**config.mk**
```make
export PLATFORM = sky130hd
export DESIGN_NAME = sat_counter
export DESIGN_NICKNAME = d
export VERILOG_FILES = /design/src/rtl/or2_vector_checker_sat_counter.sv
export SDC_FILE = /design/constraint.sdc
export NUM_CORES = 1
export LEC_CHECK = 0
export CORE_MARGIN = 2
export CORE_UTILIZATION = 40
export DETAILED_ROUTE_END_ITERATION = 6
export GPL_TIMING_DRIVEN = 0
export PLACE_DENSITY_LB_ADDON = 0.1
export SETUP_SLACK_MARGIN = 0.02
export SLEW_MARGIN = 20
export SYNTH_ARGS = -nofsm -noshare
export SYNTH_HDL_FRONTEND = slang
export SYNTH_SLANG_ARGS = --single-unit
```
**constraint.sdc**
```tcl
create_clock -name clk -period 2.7 [get_ports clk]
set_clock_uncertainty 0.1 [all_clocks]
set_input_delay 0.405 -clock clk [delete_from_list [all_inputs] [get_ports clk]]
set_output_delay 0.405 -clock clk [all_outputs]
set_load 0.01 [all_outputs]
```
**src/rtl/or2_vector_checker_sat_counter.sv**
```systemverilog
// Saturating up-counter: counts inc pulses and sticks at all-ones.
module sat_counter #(
   parameter int WIDTH = 32
) (
   input  logic             clk,
   input  logic             rst_n,
   input  logic             inc,
   output logic [WIDTH-1:0] count
);

   always_ff @(posedge clk or negedge rst_n) begin
      if (!rst_n) begin
         count <= '0;
      end else if (inc && (count != {WIDTH{1'b1}})) begin
         count <= count + {{(WIDTH-1){1'b0}}, 1'b1};
      end
   end

endmodule

```
== Word level (Yosys, flattened, before mapping) ==
Index checks and enable logic that the tools add are counted.
Word-level totals
  register bits after elaboration: 32
  input bits: 3
  output and inout bits: 32
  logic and storage cells: 4
Cells by class
  add/subtract/negate cells: 1
  eq/ne operators: 1
  reduce and logical (&&, ||, !) cells: 1
Operators by type and width (count)
  $add 32x1->32 const B: 1
  $ne 32x32->1 const B: 1
  $logic_and 1x1->1: 1

== Logic depth before layout (Yosys ltp) ==
  depth after elaboration: 2
  gate-level depth with buffers: 6
  mapped depth without buffers: 5

== Worst setup path after synthesis ==
Ideal clock, no wire load.
  path type: reg2reg
  start: register count[16]
  end: register count[1]
  arrival: 1.797 ns
  data required time: 2.472 ns
  slack: 0.676 ns
  stages on the path, launching flop included: 6
  path buffers: 0
  clock period less this slack: 2.024 ns
  cell sequence: dfrtp_1 > nand4_2 > nor4_4 > nand2_2 > o31ai_4 > mux2_1
On the way
  longest elaborated chain between the ends: 2
RTL lines
  start, declared: RTL line 8  | output logic [WIDTH-1:0] count
  start signal, assigned: RTL line 15  | count <= count + {{(WIDTH-1){1'b0}}, 1'b1};
  $ne 32x32->1: RTL line 14  | end else if (inc && (count != {WIDTH{1'b1}})) begin
  $logic_and 1x1->1: RTL line 14
No other way between the ends.
A chain may end at the register's enable or synchronous reset.

== Final worst setup path ==
  start: register count[23]
  end: register count[1]
Same word-level chain as after synthesis.

==> results.tsv <==
metric	value	unit
outcome	complete, no violations	
multiInputGateArea	805	sq um
relSlewSlack	52.8	%
power_frac_comb	20.7	%
ctsHtreeMaxLevel	2	
crit_chain	nand4_1 -> nor4_4 -> nand2_2 -> o31ai_4 -> mux2_1	
grt_pass1_vias	1287	
synth_seq_cells	32	
worstPathArrival	2290	ps
antenna_found_initial	0	
die_w	67.7	um
grt_usage	18.9	%
dr.pass1.iters	4	
worstSetupEndpointType	register	
synth_largest_area_cell	dfrtp_1	
worst_pin_slew	708	ps
total_power	1.34	mW
largest_reg_flops	32	
fill_cells	349	
peakVddDrop	0.503	mV
p_seq_share	45.4	%
grt-ovfl-total	0	
yosysMostFrequentCell	dfrtp_1	
drv_cap	0	
post_cts_resized	0	
synthTopCellsByCount	dfrtp_1, xnor2_1, nand2_1	
finalWirelength	3770	um
ios	35	
diodes	0	
synth_edf_count	0	
switchingPower	0.381	mW
critPathLaunchType	register	
critical_path_class	register to register	
root_buffer	clkbuf_8	
whs	65.3	ps
die_h	67.7	um
critPathMaxFanout	7	
fin_crit	2220	ps
power_leakage	0.846	nW
p_int	0.954	mW
synthCells	151	
numCtsBuffers	5	
path_delay_family	simple AND/OR/NAND/NOR gates	
critPathSlowestCell	nor4_4	
cts_buffer_depth	2	
rows	23	
cp_data_required_time	2770	ps
core_region_area	3940	sq um
timing_hold_violations_final	0	
syn_area_per_cell	10.8	sq um
fin_cells	243	
vias	1300	
hp-class	input port to asynchronous set/reset pin	
synthesis.nets	155	
drive_gt1_share	10.4	%
clk-insertion-delay-late	290	ps
post_dp_cell_area	2020	sq um
fin_nets	196	
power.density	627	nW/um^2
swShare	28.6	%
grt_pass1_wl	6200	um
setup_tns	0	ps
reg_top3	count: 32 flops	
drcViolationCount	0	
final_area	2130	sq um
async_flop_share	100	%
synth_area_leaders	dfrtp_1, xnor2_1, nand4_1	
cts_tree	done	
seqCellArea	801	sq um
routedWlPerCell	15.5	um
ctsHoldBuffers	0	
pwr-share-clk	33.9	%
drv_slew	0	
yosysTopAreaCellShare	49.3	%
clk_pin_slew_worst_paths	70	ps
synth_ff_type	dfrtp_1	
clock-sinks	32	
ys_warn_count	0	
rsz0062_at_grt	false	
ys_seq_area_share	49.3	%
drtAntennaViolNets	0	
start_util	41.2	%
period_share	82.3	%
gp_congestion	0.774	
area_growth	31.1	%
fmax	450	MHz
dp_hpwl	2740	um
cts_setup_buffers	0	
grt_max_degree	33	
setup_viol	0	
dp_cells	235	
slowest_delay	500	ps
synth_cell_type_count	30	
drt-initial-drc-count	90	
fp.dieArea	4590	sq um
worstPathBufferInverterCount	0	
top_register	count	
numPortBuffers	34	
syn-cell-area	1620	sq um
viasPerCell	5.35	
[stage by stage]
| stage | setup slack [ps] | util, % |
|---|---|---|
| after floorplan | 676 | - |
| after CTS | 465 | 54.0 |
| after detailed placement | 284 | 51.3 |
| final | 477 | 54.0 |
| after global routing | 296 | 54.0 |
| after global placement | 321 | 51.4 |
[final timing paths]
path,depth (start not counted),startpoint,slack [ps],to
worst max-delay path,5,count[23]$_DFFE_PN0P_,480,count[1]$_DFFE_PN0P_
min in group clk,1,count[31]$_DFFE_PN0P_,410,count[31]$_DFFE_PN0P_
worst min register to register,1,count[31]$_DFFE_PN0P_,410,count[31]$_DFFE_PN0P_
max in group asynchronous,1,rst_n,1980,count[7]$_DFFE_PN0P_
worst max register to register,5,count[23]$_DFFE_PN0P_,480,count[1]$_DFFE_PN0P_
worst min-delay path,1,rst_n,70,count[23]$_DFFE_PN0P_
[cell type report]
class	instances	area share (%)
well taps	50	2.94
multi-input cells	116	37.8
clock inverters	2	1.65
inverters	1	0.176
clock buffers	6	3.41
plain buffers	2	0.705
flip-flops and latches	32	37.6
repair buffers	34	15.7
[cell usage in the layout (no fill, tap or decap), drive strengths merged, types with 7 or more instances in the layout]
| master | count |
|---|---|
| clkbuf | 7 |
| clkdlybuf4s50 | 33 |
| xnor2 | 24 |
| dfrtp | 32 |
| nand3 | 16 |
| nand2 | 17 |
| nor2 | 9 |
| nand4 | 16 |
[power groups by stage]
| stage | Clock [mW] | Sequential [mW] | Combinational (mW) |
|---|---|---|---|
| floorplan | 0 | 0.629 | 0.107 |
| global placement | 0 | 0.609 | 0.271 |
| detailed placement | 0 | 0.613 | 0.280 |
| CTS | 0.466 | 0.605 | 0.282 |
| global route | 0.487 | 0.615 | 0.304 |
| finish | 0.453 | 0.606 | 0.276 |
[cell families (layout without fill, tap and decap cells)]
family	count (synthesis)	after routing	share of synthesized area (%)
and+or+nand+nor	78	78	28.5
xor gates and xnor gates	29	29	15.6
DFF	32	32	49.3
adders and majority gates	1	1	0.770
muxes	2	2	1.39
AOI/OAI and AO/OA	6	6	3.24
buffers and inverters	3	45	1.16
[metal layers]
layer / up-vias / track usage [%] / routed length [um]
met5: - / 0 / 0
met4: 0 / 8.42 / 85
met1: 626 / 23.2 / 1630
li1: 628 / - / -
met2: 39 / 30.4 / 1860
met3: 7 / 5.67 / 187
Power figures use the tool's default switching activity.
